<file path="config.mk">
export PLATFORM = sky130hd
export DESIGN_NAME = sd_dev_cmd
export DESIGN_NICKNAME = d
export VERILOG_FILES = /design/src/rtl/sd_dev_pkg.sv /design/src/rtl/sd_crc7.sv /design/src/rtl/sd_dev_cmd.sv
export SDC_FILE = /design/constraint.sdc
export NUM_CORES = 1
export LEC_CHECK = 0
export BUFFER_PORTS_ARGS = -buffer_cell sky130_fd_sc_hd__buf_2
export CORE_UTILIZATION = 35
export DETAILED_ROUTE_END_ITERATION = 6
export GPL_ROUTABILITY_DRIVEN = 0
export PLACE_DENSITY_LB_ADDON = 0.12
export SLEW_MARGIN = 15
export SYNTH_ARGS = -nofsm -noshare
export SYNTH_HDL_FRONTEND = slang
export SYNTH_SLANG_ARGS = --single-unit
</file>
<file path="constraint.sdc">
create_clock -name sd_clk -period 2.4 [get_ports sd_clk]
set_input_delay 0.24 -clock sd_clk [delete_from_list [all_inputs] [get_ports sd_clk]]
set_output_delay 0.24 -clock sd_clk [all_outputs]
set_load 0.03 [all_outputs]
</file>
<file path="src/rtl/sd_dev_pkg.sv">
// Shared constants for the card-side SD CMD engine: response types, FSM
// state encoding, CRC7 polynomial and frame lengths.
// Latency: n/a. Backpressure: n/a.
package sd_dev_pkg;

    // resp_type encodings; 2'd3 is reserved and handled like RESP_NONE
    localparam logic [1:0] RESP_NONE = 2'd0;
    localparam logic [1:0] RESP_48   = 2'd1;
    localparam logic [1:0] RESP_136  = 2'd2;

    typedef enum logic [1:0] {
        ST_IDLE      = 2'd0,
        ST_RX        = 2'd1,
        ST_WAIT_RESP = 2'd2,
        ST_TX        = 2'd3
    } state_t;

    // x^7 + x^3 + 1, implicit x^7 term dropped
    localparam logic [6:0] CRC7_POLY = 7'h09;

    localparam int FRAME_LEN_48  = 48;
    localparam int FRAME_LEN_136 = 136;

endpackage

</file>
<file path="src/rtl/sd_crc7.sv">
// Serial CRC7 (x^7+x^3+1, init 0), one data bit per enabled cycle.
// Latency: crc reflects a bit on the cycle after it is presented with en=1.
// Backpressure: none; clr has priority over en.
// Ports: clk/rst (sync, active-high), clr, en, din -> crc[6:0].
module sd_crc7
    import sd_dev_pkg::*;
(
    input  logic       clk,
    input  logic       rst,
    input  logic       clr,
    input  logic       en,
    input  logic       din,
    output logic [6:0] crc
);

    logic fb;

    assign fb = din ^ crc[6];

    always_ff @(posedge clk) begin
        if (rst || clr) begin
            crc <= '0;
        end else if (en) begin
            crc <= {crc[5:0], 1'b0} ^ (fb ? CRC7_POLY : 7'h00);
        end
    end

endmodule

</file>
<file path="src/rtl/sd_dev_cmd.sv">
// Card-side SD CMD-line engine: receives 48-bit host commands, checks CRC7/end
// bit, hands index/arg to the application and serializes its response.
// Latency: rx_valid/rx_crc_err at E+1 (E = end-bit cycle); response start bit
// at max(E+NCR+1, H+1) where H is the handshake cycle.
// Backpressure: resp_ready is high from E+1 until the handshake or until the
// NCR_MAX timeout; cmd_i is ignored outside IDLE/RX.
// Ports: sd_clk, rst (sync active-high), cmd_i/cmd_o/cmd_oe pad, rx_* command
// outputs, resp_* response handshake, busy.
// Build option: define SD_DEV_R2_EN to enable 136-bit (R2) responses.
module sd_dev_cmd
    import sd_dev_pkg::*;
#(
    parameter int NCR     = 2,
    parameter int NCR_MAX = 64
) (
    input  logic         sd_clk,
    input  logic         rst,
    input  logic         cmd_i,
    output logic         cmd_o,
    output logic         cmd_oe,
    output logic         rx_valid,
    output logic [5:0]   rx_idx,
    output logic [31:0]  rx_arg,
    output logic         rx_crc_err,
    input  logic         resp_valid,
    output logic         resp_ready,
    input  logic [1:0]   resp_type,
    input  logic [5:0]   resp_idx,
    input  logic [31:0]  resp_arg,
    input  logic [119:0] resp_r2,
    output logic         busy
);

    localparam int WCNT_W = $clog2(NCR_MAX + 1);

`ifdef SD_DEV_R2_EN
    // Only frame bits down to position 8 are shifted; CRC and end bit are muxed in.
    localparam int TX_SR_W = 128;
    localparam int TXP_W   = 8;
`else
    localparam int TX_SR_W = 40;
    localparam int TXP_W   = 6;
`endif

    state_t state, state_nxt;

    logic [5:0]         rx_cnt;     // bits received so far, start bit counts as 1
    logic [45:0]        rx_sr;      // frame bit p lives at rx_sr[p-1]
    logic [WCNT_W-1:0]  wcnt;       // cycles since the end bit, 1 in E+1
    logic               have_resp;  // response captured, waiting for N_CR gap
    logic [TX_SR_W-1:0] tx_sr;
    logic [TXP_W-1:0]   tx_pos;     // frame bit position currently on the pad
    logic [TX_SR_W-1:0] tx_load;
    logic [TXP_W-1:0]   tx_pos_load;
    logic               send;
    logic               tx_crc_win;
`ifdef SD_DEV_R2_EN
    logic               tx_long;
    logic               send_long;
`else
    logic               unused_r2;
`endif

    logic [6:0] crc;
    logic       crc_clr;
    logic       crc_en;
    logic       crc_din;
    logic [7:0] tx_tail;
    logic       tx_bit;

    logic rx_done;
    logic rx_tx_bit;
    logic rx_good;
    logic hs;
    logic wait_go;
    logic timeout;

    assign rx_done   = (state == ST_RX) && (rx_cnt == 6'd47);
    assign rx_tx_bit = rx_sr[45];
    assign rx_good   = (crc == rx_sr[6:0]) && cmd_i;
    assign hs        = resp_valid && resp_ready;

`ifdef SD_DEV_R2_EN
    assign send_long   = (resp_type == RESP_136);
    assign send        = (resp_type == RESP_48) || send_long;
    assign tx_load     = send_long ? {2'b00, 6'h3F, resp_r2}
                                   : {2'b00, resp_idx, resp_arg, 88'd0};
    assign tx_pos_load = send_long ? 8'(FRAME_LEN_136 - 1) : 8'(FRAME_LEN_48 - 1);
    // R2 CRC covers only the 120 payload bits, not the 8 header bits
    assign tx_crc_win  = (tx_pos >= 8'd8) && !(tx_long && (tx_pos > 8'd127));
`else
    assign send        = (resp_type == RESP_48);
    assign tx_load     = {2'b00, resp_idx, resp_arg};
    assign tx_pos_load = 6'(FRAME_LEN_48 - 1);
    assign tx_crc_win  = (tx_pos >= 6'd8);
    assign unused_r2   = ^resp_r2;
`endif

    // A response can start once captured and the N_CR gap has elapsed;
    // the start bit itself appears the cycle after this decision.
    assign wait_go = (have_resp || (hs && send)) && (wcnt >= WCNT_W'(NCR));
    assign timeout = !have_resp && !hs && (wcnt == WCNT_W'(NCR_MAX));

    // Low frame positions: 7..1 carry the running CRC, 0 is the end bit.
    assign tx_tail = {crc, 1'b1};
    assign tx_bit  = (tx_pos >= TXP_W'(8)) ? tx_sr[TX_SR_W-1] : tx_tail[tx_pos[2:0]];

    // RX and TX never overlap, so one CRC engine serves both.
    assign crc_clr = (state == ST_IDLE) || (state == ST_WAIT_RESP);
    assign crc_en  = ((state == ST_RX) && (rx_cnt <= 6'd39)) ||
                     ((state == ST_TX) && tx_crc_win);
    assign crc_din = (state == ST_RX) ? cmd_i : tx_sr[TX_SR_W-1];

    sd_crc7 u_crc7 (
        .clk (sd_clk),
        .rst (rst),
        .clr (crc_clr),
        .en  (crc_en),
        .din (crc_din),
        .crc (crc)
    );

    // State register
    always_ff @(posedge sd_clk) begin
        if (rst) begin
            state <= ST_IDLE;
        end else begin
            state <= state_nxt;
        end
    end

    // Next-state logic
    always_comb begin
        state_nxt = state;
        case (state)
            ST_IDLE: begin
                if (!cmd_i) state_nxt = ST_RX;
            end
            ST_RX: begin
                if (rx_done) state_nxt = (rx_tx_bit && rx_good) ? ST_WAIT_RESP : ST_IDLE;
            end
            ST_WAIT_RESP: begin
                if (hs && !send)  state_nxt = ST_IDLE;
                else if (wait_go) state_nxt = ST_TX;
                else if (timeout) state_nxt = ST_IDLE;
            end
            ST_TX: begin
                if (tx_pos == '0) state_nxt = ST_IDLE;
            end
            default: state_nxt = ST_IDLE;
        endcase
    end

    // Outputs: pure decodes of registered state, so the pad sees no comb input paths.
    always_comb begin
        busy       = (state != ST_IDLE);
        resp_ready = (state == ST_WAIT_RESP) && !have_resp;
        cmd_oe     = (state == ST_TX);
        cmd_o      = (state == ST_TX) ? tx_bit : 1'b1;
    end

    // Datapath
    always_ff @(posedge sd_clk) begin
        if (rst) begin
            rx_cnt     <= '0;
            rx_sr      <= '0;
            rx_valid   <= 1'b0;
            rx_crc_err <= 1'b0;
            rx_idx     <= '0;
            rx_arg     <= '0;
            wcnt       <= '0;
            have_resp  <= 1'b0;
            tx_sr      <= '0;
            tx_pos     <= '0;
`ifdef SD_DEV_R2_EN
            tx_long    <= 1'b0;
`endif
        end else begin
            rx_valid   <= 1'b0;
            rx_crc_err <= 1'b0;

            // The start bit is consumed in IDLE, so RX begins at count 1.
            if (state == ST_IDLE) begin
                rx_cnt <= 6'd1;
            end else if ((state == ST_RX) && !rx_done) begin
                rx_cnt <= rx_cnt + 6'd1;
                rx_sr  <= {rx_sr[44:0], cmd_i};
            end

            // Frames with transmission bit 0 are other cards' responses: no pulses.
            if (rx_done && rx_tx_bit) begin
                if (rx_good) begin
                    rx_valid <= 1'b1;
                    rx_idx   <= rx_sr[44:39];
                    rx_arg   <= rx_sr[38:7];
                end else begin
                    rx_crc_err <= 1'b1;
                end
            end

            if (state == ST_WAIT_RESP) begin
                wcnt <= wcnt + WCNT_W'(1);
                if (hs) begin
                    have_resp <= 1'b1;
                    tx_sr     <= tx_load;
                    tx_pos    <= tx_pos_load;
`ifdef SD_DEV_R2_EN
                    tx_long   <= send_long;
`endif
                end
            end else begin
                wcnt      <= WCNT_W'(1);
                have_resp <= 1'b0;
            end

            if (state == ST_TX) begin
                tx_sr  <= {tx_sr[TX_SR_W-2:0], 1'b0};
                tx_pos <= tx_pos - TXP_W'(1);
            end
        end
    end

endmodule
</file>
# Word level (Yosys, flattened, before mapping)
# Cells that the tools add are included.
dict set report totals {
  ff_bits 155
  output_inout_bits 44
}
dict set report op_classes {
  n_addsub 3
  order_cmp 4
  eq_ne 11
  mux 25
  bitwise 5
  n_reduce_logical 37
}
# operator n
set op_table {}
lappend op_table {{$mux W40} 3}
lappend op_table {{$mux W6} 3}
lappend op_table {{$logic_and A1 B1 Y1} 14}
lappend op_table {{$mux W2} 7}
lappend op_table {{$mux W1} 9}
lappend op_table {{$pmux W2 S4} 1}
lappend op_table {{$reduce_and A2 Y1} 4}
lappend op_table {{$reduce_bool A2 Y1} 4}
lappend op_table {{$reduce_or A2 Y1} 4}
lappend op_table {{$add A7 B1 Y7 const B} 1}
lappend op_table {{$eq A7 B7 Y1} 1}
lappend op_table {{$eq A7 B7 Y1 const B} 1}
lappend op_table {{$ge A7 B2 Y1 const B} 1}
lappend op_table {{$xor A7 B7 Y7} 1}
lappend op_table {{$add A6 B1 Y6 const B} 1}
lappend op_table {{$eq A6 B6 Y1 const B} 1}
lappend op_table {{$ge A6 B4 Y1 const B} 1}
lappend op_table {{$le A6 B6 Y1 const B} 1}
lappend op_table {{$logic_not A6 Y1} 1}
lappend op_table {{$sub A6 B1 Y6 const B} 1}
lappend op_table {{$eq A2 B1 Y1 const B} 2}
lappend op_table {{$eq A2 B2 Y1 const B} 2}
lappend op_table {{$logic_not A1 Y1} 4}
lappend op_table {{$logic_or A1 B1 Y1} 4}
lappend op_table {{10 further kinds} 13}

# Logic depth before layout (Yosys ltp)
# Gate-level depths: netlist of run 1.
dict set report depth {
  word_depth 10
  depth_mapped 8
  depth_no_buf 6
}

# Hierarchy
# A second synthesis of run 1 with hierarchy kept.
dict set report unflattened {
  hier_cells 693
  area_unflattened_um2 6316.1
}
# module instances cells_each area_each_um2 seq_area_each_um2
set by_module_without_submodules {}
lappend by_module_without_submodules {sd_dev_cmd 1 665 6039.5 2962.8}
lappend by_module_without_submodules {sd_crc7 1 28 276.5 140.1}

# Least setup slack after synthesis of run 1
# No wires, ideal clock.
dict set report synth_path {
  path_type {flip-flop to flip-flop}
  from {register rx_cnt[0]}
  to {register rx_arg[16]}
  arrival_time_ns 1.658
  slack_ns 0.615
  path_stages_with_launch 9
  path_buffers 2
  period_less_slack_ns 1.785
  path_cell_list {dfxtp_1 > ha_1 > and4b_2 > nand4_2 > nor3_2 > buf_6 > buf_12 > mux2i_1 > nor2_1}
}
dict set report synth_between {
  elab_chain_cells 4
}
# element line
set synth_rtl {}
lappend synth_rtl {{start, declared} sd_dev_cmd.sv:47} ;# logic [5:0] rx_cnt;
lappend synth_rtl {{start signal, assigned} sd_dev_cmd.sv:186} ;# rx_cnt <= rx_cnt + 6'd1;
lappend synth_rtl {{$eq A6 B6 Y1} sd_dev_cmd.sv:78} ;# assign rx_done = (state == ST_RX) && (rx_cnt == 6'd47);
lappend synth_rtl {{$logic_and A1 B1 Y1} sd_dev_cmd.sv:78}
lappend synth_rtl {{$logic_and A1 B1 Y1} sd_dev_cmd.sv:191} ;# if (rx_done && rx_tx_bit) begin
lappend synth_rtl {{$reduce_and A2 Y1 (no line)} -}
lappend synth_rtl {{end signal, assigned} sd_dev_cmd.sv:195} ;# rx_arg <= rx_sr[38:7];
lappend synth_rtl {{end, declared} sd_dev_cmd.sv:23} ;# output logic [31:0] rx_arg,
# No other way between the ends.
# A chain may end at the register's enable or synchronous reset.

# Final worst setup path of run 1
dict set report layout_path {
  from {register tx_pos[2]}
  to {output cmd_o}
}
dict set report layout_between {
  elab_chain_cells 4
}
# element line
set layout_rtl {}
lappend layout_rtl {{start, declared} sd_dev_cmd.sv:52} ;# logic [TXP_W-1:0] tx_pos;
lappend layout_rtl {{start signal, assigned} sd_dev_cmd.sv:206} ;# tx_pos <= tx_pos_load;
lappend layout_rtl {{start signal, assigned} sd_dev_cmd.sv:218} ;# tx_pos <= tx_pos - TXP_W'(1);
lappend layout_rtl {{parallel branches: the longest is 2 deep, another holds $ge A6 B4 Y1} -}
lappend layout_rtl {{$mux W1 (*)} sd_dev_cmd.sv:106} ;# assign tx_bit = (tx_pos >= TXP_W'(8)) ? tx_sr[TX_SR_W-1] : tx_tail[tx_pos[2:0]];
lappend layout_rtl {{$mux W1 (*)} sd_dev_cmd.sv:159} ;# cmd_o = (state == ST_TX) ? tx_bit : 1'b1;
lappend layout_rtl {{end, declared} sd_dev_cmd.sv:19} ;# output logic cmd_o,
# Every way passes the cells marked *. The select of a mux whose other input is x is not followed.

==> results of run 1 <==
worst max-delay path, stage by stage (launching register included):
cell     delay (ns)
dfxtp_1        0.46
mux4_2         0.54
a21oi_1        0.18
a31oi_1        0.10
buf_2          0.20
synth_stat cells (5+ instances only):
| library cell | count |
|---|---|
| xor2_1 | 7 |
| mux2i_1 | 47 |
| inv_1 | 7 |
| nand3_1 | 6 |
| nor3_1 | 8 |
| nand2_1 | 177 |
| a21oi_1 | 59 |
| a211oi_1 | 5 |
| clkbuf_1 | 32 |
| a311oi_1 | 38 |
| ha_1 | 6 |
| xnor2_1 | 14 |
| dfxtp_1 | 155 |
| nor2_1 | 101 |
| buf_2 | 14 |
worst max path at each step:
stage / startpoint / end / cells past startpoint
final: tx_pos[2] / cmd_o / 4
after global routing: tx_pos[2] / cmd_o / 4
after CTS: tx_pos[2] / cmd_o / 4
after detailed placement: rx_cnt[0] / rx_arg[14] / 7
after global placement: rx_cnt[0] / rx_arg[12] / 7
after floorplan: rx_cnt[0] / rx_arg[16] / 8
power by group through the flow:
stage / sequential [W] / combinational [W] / clock [W]
floorplan: 0.00264 / 0.000117 / 0
global placement: 0.00264 / 0.000203 / 0
detailed placement: 0.00264 / 0.000205 / 0
CTS: 0.00258 / 0.000205 / 0.00270
global route: 0.00258 / 0.000222 / 0.00281
finish: 0.00259 / 0.000201 / 0.00262
area by class of cell:
cell class	count	area share, %
clock buffers	19	5.839
clock inverters	13	1.941
inverters	8	0.4050
multi-input cells	507	38.37
flip-flops and latches	155	41.85
well taps	225	3.797
repair buffers	99	7.796
sequential cells by signal, indices dropped and copies added (netlist names):
register    cells
rx_crc_err      1
state           2
rx_valid        1
rx_arg         32
rx_sr          46
u_crc7.crc      7
rx_cnt          6
tx_sr          40
have_resp       1
tx_pos          6
rx_idx          6
wcnt            7
per-stage QoR:
step / area [um2] / hold slack [ns] / utilization, %
finish: 7415 / 0.07823 / 42.87
global route: 7415 / 0.07848 / 42.87
CTS: 7415 / 0.06273 / 42.87
detailed placement: 6838 / 0.4526 / 39.53
global placement: 6838 / 0.4383 / 39.53
floorplan: 6193 / 0.3657 / -
layer usage:
layer / vias up / track usage, % / routed length (um)
li1: 2581 / - / -
met1: 2339 / 18.76 / 6257
met2: 102 / 24.94 / 5928
met3: 14 / 3.604 / 547
met4: 0 / 6.305 / 176
met5: - / 0 / 0
cells by family after synthesis:
| kind of cell | synth area share, % |
|---|---|
| buf+inv | 4.505 |
| flops | 50.10 |
| fa+ha+maj | 1.212 |
| compound gates | 12.36 |
| xor+xnor | 2.970 |
| mux | 7.960 |
| simple gates | 20.89 |
==> results by group, run 1 <==
Synth
  – Ys flop type: dfxtp_1
  – Mapped Cells: 720
  – Unique masters post-synth: 43
  – Post-synth top area cell: dfxtp_1
  – Sequential area share after synthesis: 50.10%
  – Post-synthesis instance area: 0.006193 mm2
  – Yosys reg bits: 155
  – Avg Inst Size Synth: 8.602 um2
  – Mapped Nets: 890
  – Synth warn: 0
  – Async S/R FF share, synth: 0%
  – Largest cells by area after synthesis: dfxtp_1, nand2_1, mux2i_1
  – Yosys top cell area share: 50.10%
  – EDFF count, synth: 0

Setup path
  – R2r setup slk: 0.40 ns
  – Worst r2r path cells: 7
  – Critical path class: reg2out
  – FF-to-FF Start: rx_cnt[0]
  – Crit path capture type: output port
  – WP data required: 2.16 ns
  – Crit path DAT: 1.91 ns
  – R2R Path End: rx_arg[13]
  – CP Max Fanout: 6
  – Startpoint Class: register

Clock tree
  – Num CTS Buffers: 17
  – Clock Path Buffers: 2
  – Post-CTS setup buffers: 0
  – CTS tree: built
  – Worst skew pair latency: 0.42 ns
  – CTS Hold Bufs: 0
  – Clock Pin Slew Worst Setup and Hold Paths: 0.06 ns
  – CTS Sinks: 155
  – Root Driver: clkbuf_16
  – CTS resizes: 0
  – H-tree levels: 4

Route
  – DRT Wirelength: 12.91 mm
  – Drt pass-1 iters: 6
  – Starting DRT DRC Count: 276
  – Post-route ant nets: 0
  – Detailed-route DRC error count: 0
  – Average routed wire per standard cell: 12.58 um
  – Via density: 4.908
  – Vias post-DR: 5,036

Timing
  – Post-route minimum period: 2.145 ns
  – Relative max-transition margin: 61.30%
  – Tightest Pin Transition: 0.5805 ns
  – Final worst slack: 0.2545 ns
  – Max-slew violations: 0
  – Setup violators final: 0
  – Fin crit share: 89.40%
  – RSZ-0062 raised after global routing: no
  – Final TNS setup: 0 ns
  – Fmax: 466.1 MHz
  – Final Skew: 0.006780 ns
  – Final Hold Vio Count: 0

Power
  – Maximum vdd ir drop: 462.2 uV
  – Pwr Total: 0.005409 W
  – Leak: 2.742 nW
  – PwrDens: 729.5 mW/mm2
  – Power Internal: 0.004188 W
  – Switching power: 0.001221 W
  – Comb power frac: 3.7%
  – Clock power frac: 48.5%
  – Net Sw Frac: 22.58%
  – Seq pwr share: 47.8%

Finish
  – Area occupied by multi-input gates: 0.002845 mm2
  – Most common cell after layout, fill and taps aside: nand2_1
  – Synthesis-to-layout area growth: 19.72%
  – Antenna cell count: 0
  – Reg area: 0.003103 mm2
  – Non-filler cells, final: 1,026
  – Fill cells: 1,762
  – Most frequent cells in the layout: nand2_1, dfxtp_1, nor2_1
  – Final net count: 958
  – Share of cells above drive strength 1: 17.48%

Placement
  – DPL Wire Length: 8.125 mm
  – PortBufs: 87
  – Setup WS pre-CTS: 0.3960 ns
  – Dpl cells: 994

Global route
  – Initial antenna violation count: 0
  – Vias in the first global route: 4,779
  – GRT Total Usage: 15.09%
  – Remaining Overflow, GRT: 0
  – First-pass GRT wire length: 22.20 mm
  – Largest net degree at the start of global routing: 57

Floorplan
  – Core Box Area: 0.01730 mm2
  – Die area: 0.01823 mm2
  – FP Rows: 48
  – Die W: 135.0 um
  – Die height: 135.0 um
  – Initial Util: 35.81%
  – I/O pins: 208

Worst hold path
  – Min-delay worst type: in2reg
  – Worst hold path depth: 3
  – Hold path endpoint: tx_sr[23]
  – Hold path start: resp_arg[23]

Status
  – Status: finished, final reports clean

Flow run
  – Maxcap violations: 0
Power figures use the tool's default switching activity.
==> inputs of run 2 (changes only) <==
--- a/config.mk
+++ b/config.mk
@@ -10,6 +10,7 @@
 export DETAILED_ROUTE_END_ITERATION = 6
 export GPL_ROUTABILITY_DRIVEN = 0
 export PLACE_DENSITY_LB_ADDON = 0.12
+export RECOVER_POWER = 50
 export SLEW_MARGIN = 15
 export SYNTH_ARGS = -nofsm -noshare
 export SYNTH_HDL_FRONTEND = slang
==> results by group, run 2 (synthesized netlist as in run 1, its figures left out) <==
Status
  – Status: finished, final reports clean (unchanged)

Finish
  – Most common cell after layout, fill and taps aside: nand2_1 (unchanged)
  – Final net count: 958 (unchanged)
  – Register bank with the most flops: rx_sr (unchanged)
  – Area occupied by multi-input gates: 0.002821 mm2 (was 0.002845 mm2)
  – Share of cells above drive strength 1: 11.61% (was 17.48%)
  – Synthesis-to-layout area growth: 18.34% (was 19.72%)
  – Fin util: 42.38% (was 42.87%)
  – Number of flip-flops in the largest register: 46 (unchanged)
  – Non-filler cells, final: 1,026 (unchanged)
  – Fill cells: 1,767 (was 1,762)
  – Top flop regs: rx_sr: 46 flops, tx_sr: 40 flops, rx_arg: 32 flops (unchanged)
  – Antenna cell count: 0 (unchanged)
  – Post-route cell area: 0.007330 mm2 (was 0.007415 mm2)
  – Most frequent cells in the layout: nand2_1, dfxtp_1, nor2_1 (unchanged)
  – Reg area: 0.003103 mm2 (unchanged)

Placement
  – DPL Wire Length: 8.125 mm (unchanged)
  – PortBufs: 87 (unchanged)
  – Placed inst area: 0.006838 mm2 (unchanged)
  – Dpl cells: 994 (unchanged)

Timing
  – Setup violators final: 0 (unchanged)
  – Post-route minimum period: 2.135 ns (was 2.145 ns)
  – Fmax: 468.3 MHz (was 466.1 MHz)
  – RSZ-0062 raised after global routing: no (unchanged)
  – Final Hold Vio Count: 0 (unchanged)
  – Final TNS setup: 0 ns (unchanged)
  – Fin crit share: 88.97% (was 89.40%)
  – Tightest Pin Transition: 0.8179 ns (was 0.5805 ns)
  – Max-slew violations: 0 (unchanged)
  – Final Skew: 0.006938 ns (was 0.006780 ns)
  – Relative max-transition margin: 45.23% (was 61.30%)

Power
  – Maximum vdd ir drop: 462.0 uV (was 462.2 uV)
  – Net Sw Frac: 22.57% (was 22.58%)
  – Power Internal: 0.004184 W (was 0.004188 W)
  – Leak: 2.541 nW (was 2.742 nW)
  – PwrDens: 737.2 mW/mm2 (was 729.5 mW/mm2)
  – Seq pwr share: 47.8% (about the same)
  – Switching power: 0.001220 W (was 0.001221 W)
  – Clock power frac: 48.5% (about the same)
  – Comb power frac: 3.6% (was 3.7%)

Setup path
  – CP Max Fanout: 6 (unchanged)
  – Slowest CP cell: mux4_2 (unchanged)
  – Worst setup startpoint: tx_pos[2] (unchanged)
  – Startpoint Class: register (unchanged)
  – WP data required: 2.16 ns (about the same)
  – Crit path DAT: 1.90 ns (was 1.91 ns)
  – Worst r2r path cells: 6 (was 7)
  – FF-to-FF Start: state[1] (was rx_cnt[0])
  – Worst path max stage delay: 0.54 ns (about the same)
  – Worst path bufs/invs: 1 (unchanged)
  – CP Cell Sequence: mux4_2, a21oi_1, a31oi_1, buf_2 (unchanged)
  – Crit path capture type: output port (unchanged)
  – R2R Path End: rx_sr[18] (was rx_arg[13])
  – Critical path class: reg2out (unchanged)
  – CP top delay family: multiplexers (unchanged)
  – R2r setup slk: 0.34 ns (was 0.40 ns)

Global route
  – Remaining Overflow, GRT: 0 (unchanged)
  – Vias in the first global route: 4,779 (unchanged)
  – Largest net degree at the start of global routing: 57 (unchanged)
  – Initial antenna violation count: 0 (unchanged)
  – GRT Total Usage: 15.09% (unchanged)
  – First-pass GRT wire length: 22.20 mm (unchanged)

Clock tree
  – Root Driver: clkbuf_16 (unchanged)
  – CTS resizes: 0 (unchanged)
  – Clock Pin Slew Worst Setup and Hold Paths: 0.06 ns (about the same)
  – Worst skew pair latency: 0.42 ns (about the same)
  – CTS Sinks: 155 (unchanged)
  – Post-CTS setup buffers: 0 (unchanged)
  – H-tree levels: 4 (unchanged)
  – CTS tree: built (unchanged)
  – CTS Hold Bufs: 0 (unchanged)
  – Clock Path Buffers: 2 (unchanged)
  – Num CTS Buffers: 17 (unchanged)

Floorplan
  – Core Box Area: 0.01730 mm2 (unchanged)
  – Die area: 0.01823 mm2 (unchanged)
  – FP Rows: 48 (unchanged)
  – I/O pins: 208 (unchanged)
  – Die W: 135.0 um (unchanged)
  – Initial Util: 35.81% (unchanged)
  – Die height: 135.0 um (unchanged)

Route
  – Post-route ant nets: 0 (unchanged)
  – Via density: 4.870 (was 4.908)
  – Detailed-route DRC error count: 0 (unchanged)
  – Drt pass-1 iters: 4 (was 6)
  – Starting DRT DRC Count: 255 (was 276)
  – DRT Wirelength: 12.93 mm (was 12.91 mm)
  – Vias post-DR: 4,997 (was 5,036)
  – Average routed wire per standard cell: 12.60 um (was 12.58 um)

Worst hold path
  – Worst hold path depth: 3 (unchanged)
  – Hold path endpoint: tx_sr[23] (unchanged)
  – Hold path start: resp_arg[23] (unchanged)
  – Min-delay worst type: in2reg (unchanged)

Flow run
  – Maxcap violations: 0 (unchanged)
[run 2: area by class of cell]
type,instances,area share (%)
Clock buffer,19,5.906
Clock inverter,13,1.963
Inverter,8,0.4097
Multi-Input combinational cell,507,38.49
Sequential cell,155,42.34
Tap cell,225,3.841
Timing Repair Buffer,99,7.050
[run 2: how the worst max path moves through the flow]
stage | end | slack, ns | depth (start not counted)
2_1_floorplan | rx_arg[16] | 0.61 | 8
3_3_place_gp | rx_arg[12] | 0.44 | 7
3_5_place_dp | rx_arg[14] | 0.40 | 7
4_1_cts | cmd_o | 0.23 | 4
5_1_grt | rx_sr[21] | 0.13 | 6
6_report | cmd_o | 0.26 | 4
[run 2: power by group through the flow]
stage / clock network, W / logic (W) / registers (W)
final: 0.00262 / 0.000197 / 0.00259
after global placement: 0 / 0.000203 / 0.00264
after global routing: 0.00281 / 0.000218 / 0.00258
after floorplan: 0 / 0.000117 / 0.00264
after CTS: 0.00270 / 0.000205 / 0.00258
after detailed placement: 0 / 0.000205 / 0.00264
[run 2: layer usage]
layer	wire length [um]	part of all wire [%]	track usage, %
met1	6323	49	18.76
met2	5894	46	24.94
met3	513	4.0	3.604
met4	196	1.5	6.305
met5	0	0	0
[run 2: through the flow]
stage	power (W)	setup WS [ns]	hold slack, ns
floorplan	0.002758	0.6147	0.3657
global placement	0.002845	0.4406	0.4383
detailed placement	0.002847	0.3960	0.4526
CTS	0.005492	0.2283	0.06273
global route	0.005614	0.1272	0.07848
finish	0.005404	0.2648	0.07878
[run 2: worst reg2reg max path, cell delays in order (launching register included)]
cell and delay [ns]:
dfxtp_1 0.42, and2b_1 0.27, clkbuf_1 0.24, a21boi_1 0.54
buf_12 0.30, nand2_1 0.11, a21oi_1 0.12
